--- src/rtl/fifo_reader_pkg.sv ---
`default_nettype none
// +----------------------------------------------------------------------------+
// | fifo_reader_pkg : shared state encoding and buffer sizing for fifo_reader  |
// | Rev 1.0 - initial release                                                  |
// +----------------------------------------------------------------------------+
package fifo_reader_pkg;

  localparam int BUF_DEPTH = 2;
  // Occupancy counter width: must hold 0..BUF_DEPTH plus one in-flight read.
  localparam int CNT_W     = $clog2(BUF_DEPTH + 2);
  localparam int PTR_W     = (BUF_DEPTH > 1) ? $clog2(BUF_DEPTH) : 1;

  typedef enum logic [1:0] {
    IDLE  = 2'd0,
    FETCH = 2'd1,
    FLUSH = 2'd2,
    DONE  = 2'd3
  } state_t;

endpackage
`default_nettype wire

--- src/rtl/fifo_reader_skid.sv ---
`default_nettype none
// +----------------------------------------------------------------------------+
// | fifo_reader_skid : 2-entry circular output buffer with occupancy count     |
// | Rev 1.0 - initial release                                                  |
// +----------------------------------------------------------------------------+
module fifo_reader_skid
  import fifo_reader_pkg::*;
#(
  parameter int DATA_WIDTH = 8
) (
  input  logic                  clk,
  input  logic                  rst_n,
  input  logic                  wr_en,
  input  logic [DATA_WIDTH-1:0] wr_data,
  input  logic                  rd_en,
  output logic [DATA_WIDTH-1:0] rd_data,
  output logic [CNT_W-1:0]      count
);

  logic [DATA_WIDTH-1:0] r_mem [BUF_DEPTH];
  logic [PTR_W-1:0]      r_wr_ptr;
  logic [PTR_W-1:0]      r_rd_ptr;
  logic [CNT_W-1:0]      r_count;

  always_ff @(posedge clk or negedge rst_n) begin
    if (!rst_n) begin
      for (int i = 0; i < BUF_DEPTH; i++) begin
        r_mem[i] <= '0;
      end
      r_wr_ptr <= '0;
      r_rd_ptr <= '0;
      r_count  <= '0;
    end else begin
      if (wr_en) begin
        r_mem[r_wr_ptr] <= wr_data;
        r_wr_ptr        <= (r_wr_ptr == PTR_W'(BUF_DEPTH - 1)) ? '0 : r_wr_ptr + PTR_W'(1);
      end
      if (rd_en) begin
        r_rd_ptr <= (r_rd_ptr == PTR_W'(BUF_DEPTH - 1)) ? '0 : r_rd_ptr + PTR_W'(1);
      end
      // Simultaneous write and read leave occupancy unchanged.
      r_count <= r_count + CNT_W'(wr_en) - CNT_W'(rd_en);
    end
  end

  assign rd_data = r_mem[r_rd_ptr];
  assign count   = r_count;

endmodule
`default_nettype wire

--- src/rtl/fifo_reader.sv ---
`default_nettype none
// +----------------------------------------------------------------------------+
// | fifo_reader : reads a burst of len words from a synchronous FIFO and       |
// | streams them out over valid/ready. FIFO_READER_STATS_EN adds word_count.   |
// | Rev 1.0 - initial release                                                  |
// +----------------------------------------------------------------------------+
module fifo_reader
  import fifo_reader_pkg::*;
#(
  parameter int DATA_WIDTH = 8,
  parameter int LEN_WIDTH  = 8
) (
  input  logic                  clk,
  input  logic                  rst_n,
  input  logic                  start,
  input  logic [LEN_WIDTH-1:0]  len,
  output logic                  busy,
  output logic                  done,
  input  logic                  fifo_empty,
  output logic                  fifo_r_en,
  input  logic [DATA_WIDTH-1:0] fifo_rdata,
  output logic                  m_valid,
  input  logic                  m_ready,
  output logic [DATA_WIDTH-1:0] m_data
`ifdef FIFO_READER_STATS_EN
  ,
  output logic [31:0]           word_count
`endif
);

  state_t                r_state;
  state_t                w_state_nxt;
  logic [LEN_WIDTH-1:0]  r_len;
  logic [LEN_WIDTH-1:0]  r_issued;
  logic [LEN_WIDTH-1:0]  r_accepted;
  logic                  r_inflight;
  logic [CNT_W-1:0]      w_count;
  logic [CNT_W-1:0]      w_occ;
  logic                  w_pop;
  logic                  w_room;
  logic                  w_rd;
  logic                  w_last_issue;
  logic                  w_last_accept;
  logic                  w_launch;

  assign w_pop = m_valid & m_ready;

  // A word leaving this cycle frees its slot in time for a read issued now,
  // which is what sustains one word per cycle.
  assign w_occ  = w_count - CNT_W'(w_pop);
  assign w_room = (w_occ + CNT_W'(r_inflight)) < CNT_W'(BUF_DEPTH);

  assign w_rd          = (r_state == FETCH) && !fifo_empty && (r_issued < r_len) && w_room;
  assign w_last_issue  = w_rd && (r_issued == r_len - LEN_WIDTH'(1));
  assign w_last_accept = w_pop && (r_accepted == r_len - LEN_WIDTH'(1)) && !r_inflight;
  assign w_launch      = (r_state == IDLE) && start && (len != '0);

  always_comb begin
    w_state_nxt = r_state;
    case (r_state)
      IDLE: begin
        if (start) begin
          w_state_nxt = (len == '0) ? DONE : FETCH;
        end
      end
      FETCH: begin
        if (w_last_issue) begin
          w_state_nxt = FLUSH;
        end
      end
      FLUSH: begin
        if (w_last_accept) begin
          w_state_nxt = DONE;
        end
      end
      DONE:    w_state_nxt = IDLE;
      default: w_state_nxt = IDLE;
    endcase
  end

  always_ff @(posedge clk or negedge rst_n) begin
    if (!rst_n) begin
      r_state    <= IDLE;
      r_len      <= '0;
      r_issued   <= '0;
      r_accepted <= '0;
      r_inflight <= 1'b0;
    end else begin
      r_state    <= w_state_nxt;
      r_inflight <= w_rd;
      if (w_launch) begin
        r_len      <= len;
        r_issued   <= '0;
        r_accepted <= '0;
      end else begin
        if (w_rd) begin
          r_issued <= r_issued + LEN_WIDTH'(1);
        end
        if (w_pop && (r_accepted != r_len)) begin
          r_accepted <= r_accepted + LEN_WIDTH'(1);
        end
      end
    end
  end

  fifo_reader_skid #(
    .DATA_WIDTH (DATA_WIDTH)
  ) u_skid (
    .clk     (clk),
    .rst_n   (rst_n),
    .wr_en   (r_inflight),
    .wr_data (fifo_rdata),
    .rd_en   (w_pop),
    .rd_data (m_data),
    .count   (w_count)
  );

  assign m_valid   = (w_count != '0);
  assign fifo_r_en = w_rd;
  assign busy      = (r_state != IDLE);
  assign done      = (r_state == DONE);

`ifdef FIFO_READER_STATS_EN
  logic [31:0] r_word_count;

  always_ff @(posedge clk or negedge rst_n) begin
    if (!rst_n) begin
      r_word_count <= '0;
    end else if (w_pop) begin
      r_word_count <= r_word_count + 32'd1;
    end
  end

  assign word_count = r_word_count;
`endif

endmodule
`default_nettype wire
--- config.mk ---
export PLATFORM = sky130hd
export DESIGN_NAME = fifo_reader
export DESIGN_NICKNAME = d
export VERILOG_FILES = /design/src/rtl/fifo_reader_pkg.sv /design/src/rtl/fifo_reader_skid.sv /design/src/rtl/fifo_reader.sv
export SDC_FILE = /design/constraint.sdc
export NUM_CORES = 1
export LEC_CHECK = 0
export BUFFER_PORTS_ARGS = -buffer_cell sky130_fd_sc_hd__buf_2
export CORE_UTILIZATION = 52
export CTS_BUF_LIST = sky130_fd_sc_hd__clkbuf_16
export DETAILED_ROUTE_END_ITERATION = 7
export GPL_TIMING_DRIVEN = 0
export PLACE_DENSITY = 0.75
export SYNTH_ARGS = -nofsm -noshare
export SYNTH_HDL_FRONTEND = slang
export SYNTH_SLANG_ARGS = --single-unit
--- constraint.sdc ---
create_clock -name clk -period 2.7 [get_ports clk]
set_input_delay 0.54 -clock clk [delete_from_list [all_inputs] [get_ports clk]]
set_output_delay 0.54 -clock clk [all_outputs]
set_load 0.01 [all_outputs]
==> summary.md <==
| Metric | Value |
|---|---|
| Failing checks | `setup timing` |
| Cts bufs inserted | `5` |
| Routed wire per std cell | `between 15 and 20 um` |
| FP Rows | `25` |
| Max-slew violations | `0` |
| Overall fraction of global-route tracks in use | `a little under a quarter` |
| Placer Congestion | `0.8611` |
| Synth Area in Compound Gates | `7.064%` |
| Top-count cell post-synth | `dfrtp_1` |
| Maximum root-to-sink buffer count | `2` |
| Most area-consuming cells after synthesis | `dfrtp_1 43%, mux2_2 9.9%, ha_1 8.3%` |
| Hold Violations, Final | `0` |
| First-pass GRT wire length | `~9.7 mm` |
| Post-Synth XOR/XNOR Area | `between 10% and 20%` |
| Simple-gate share of the synthesized area | `13.35%` |
| Post-synth EDFFs | `0` |
| DRT Pass-1 Iters | `4` |
| Largest family of logic cells by synthesized area | `XOR/XNOR gates` |
| Total wire length | `5.787 mm` |
| Overflow after GRT | `0` |
| CTS clk-pin slew, worst paths | `0.06 ns` |
| Synth cell count leaders | `47 x dfrtp_1, 25 x xor2_1, 24 x mux2_2, 22 x nor2_1, 18 x ha_1` |
| Crit-path max FO | `2` |
| Share of post-route cells with drive strength above 1 | `29.10%` |
| # setup viols final | `3` |
| Initial antenna violation count | `0` |
| Residual DRC | `0` |
| Io pins | `33` |
| Starting density of the core | `55.90%` |
| Root Driver | `clkbuf_16` |
| CP required | `2.16 ns` |
| Via Count | `about 2.1k` |
| Synth Net Count | `292` |
| Final Skew | `0.003998 ns` |
| Final period util | `106.0%` |
| Unrepaired setup endpoints after global routing | `yes` |
| Core Util, Final | `67.26%` |
| Crit. End Element | `output pin` |
| Post-route cell area | `around 3300 um^2` |
| Dpl cell area | `3014 um^2` |
| Final TNS setup | `-0.2519 ns` |
| Crit path DAT | `2.32 ns` |
| Register bit total from synthesis | `47` |
| Syn. warnings | `0` |
| Worst min path class | `input port to async pin` |
| Synth Cell Area | `2728 um^2` |
| CTS tree | `built` |
| Placeable Area | `between 4000 and 5000 um^2` |
| Top cell type's share of synthesized area | `between 40% and 50%` |
| Die Wd | `74.43 um` |
| Mux contribution to synthesized area | `11.01%` |
| Hold-fix buffers, CTS | `0` |
| Clk Latency, worst-skew pair | `0.29 ns` |
| Detailed Route Iter0 Violations | `about 130` |
| Vias in the first global route | `2017` |
| Fin crit period | `2.863 ns` |
| Pre-CTS setup slack | `-0.3235 ns` |
| CTS H-tree lvls | `2` |
| Sequential share of the synthesized area | `43.12%` |
| Cells after Synth | `253` |
| Mean Syn Cell Area | `around 11 um^2` |
| Vias per cell | `approximately 5.7` |
| Max_cap viols | `0` |
| Nets | `338` |
| Die height | `74.43 um` |
| Relative slew margins | `30.77%` |
| Largest net degree at the start of global routing | `48` |
| P&R area growth vs syn | `20.32%` |
| Die ar. | `about 5500 um^2` |
| Area leader, netlist | `dfrtp_1` |
| Tightest Pin Transition | `1.038 ns` |
| Startpoint types | `flip-flop` |
| Diodes inserted | `0` |
| Port Buffer Count | `32` |
| Run status | `complete, but fails checks` |
| Critical setup path kind | `flip-flop to output pin` |
| Area share of fa/ha/maj cells after synthesis | `8.257%` |
| Clock sink count | `47` |
| Ys async rst share | `100.0%` |
| Max Fclk | `349.3 MHz` |
| Power per standard cell area | `1182 nW/um^2` |
| Tot Pwr | `~3.9 mW` |
| Peak supply drop | `487.5 uV` |
| Top FF cell, synth | `dfrtp_1` |
| Leakage | `between 1.5 and 2 nW` |
| ANT nets after route | `0` |
| Distinct cells, synth | `36` |
| Final WS setup | `-0.1630 ns` |
| DP HPWL | `3.947 mm` |
==> metal layers <==
metal	track usage [%]	vias to the layer above	share of wire, %
li1	-	973	-
met1	30.75	1031	44
met2	39.14	59	49
met3	5.691	10	5.3
met4	7.338	0	1.5
met5	0	-	0
==> critical path: stages, from the launching register on <==
cell	delay, ns
dfrtp_1	0.37
or2_4	0.26
nand2_4	0.07
inv_2	0.04
ha_4	0.25
inv_2	0.04
ha_4	0.16
xnor2_4	0.14
xnor2_4	0.15
a2111oi_4	0.35
buf_2	0.20
==> through the flow <==
stage / instances / hold slack [ns]
after global routing: 366 / 0.4879
after floorplan: 253 / 0.2444
after global placement: 352 / 0.4784
after detailed placement: 352 / 0.4867
after CTS: 366 / 0.4760
final: 366 / 0.4415
==> layout by cell type, fill, tap and decap left out, drive strengths merged, types with 2 or more instances in the layout <==
cell     n
mux2i    3
nor4     6
inv     15
o21ai    8
ha      18
mux2    24
nor3     3
nor2    22
clkbuf  10
xnor2   18
a21oi    4
nand4    9
and3     4
a211oi   3
nand3    4
dfrtp   47
o211ai   2
xor2    25
buf     41
nand2   16
a31oi    2
nor2b    3
==> cell type report <==
| cell class | instances | area [um^2] |
|---|---|---|
| fillers | 373 | 1598 |
| clock inverters | 2 | 37.54 |
| multi-input cells | 184 | 1558 |
| flip-flops and latches | 47 | 1176 |
| inverters | 15 | 56.30 |
| well taps | 67 | 83.83 |
| repair buffers | 39 | 216.5 |
| clock buffers | 5 | 125.1 |
| plain buffers | 7 | 28.78 |
==> registers in the layout, summed over array words and instances (netlist names) <==
signal	count
r_len	8
u_skid.r_wr_ptr	1
u_skid.count	2
r_state	2
r_issued	8
r_accepted	8
u_skid.r_mem	16
r_inflight	1
u_skid.r_rd_ptr	1
==> timing repair <==
| action | CTS | global route |
|---|---|---|
| gates cloned | 1 | 0 |
| setup buffers | 7 | 2 |
| pin swaps | 7 | 4 |
| gates resized for setup | 6 | 2 |
| endpoints found under the setup margin | 9 | 10 |
==> cell families after synthesis <==
group	after synthesis
adders and majority gates	18
DFF	47
and+or+nand+nor	70
AOI/OAI and AO/OA	26
xor gates and xnor gates	43
buffers and inverters	22
muxes	27
==> power breakdown <==
group	internal [mW]	total, mW	switching [mW]
clock	0.431	0.685	0.254
sequential	0.980	1.23	0.249
combinational	0.960	1.96	1.00
total	2.37	3.88	1.51
==> path summary, 6_finish.rpt <==
path	startpoint	endpoint	slack, ns	depth (start not counted)
worst max-delay path	u_skid.count[0]	fifo_r_en	-0.16	10
worst min-delay path	rst_n	r_state[1]	0.44	1
worst max register to register	u_skid.count[0]	r_state[1]	-0.09	13
worst min register to register	u_skid.r_mem[1]	u_skid.r_mem[1]	0.50	1
max in group asynchronous	rst_n	r_issued[6]	1.62	1
min in group clk	len[5]	r_len[5]	0.48	3
Note: power is estimated with default switching activity, not from simulation.
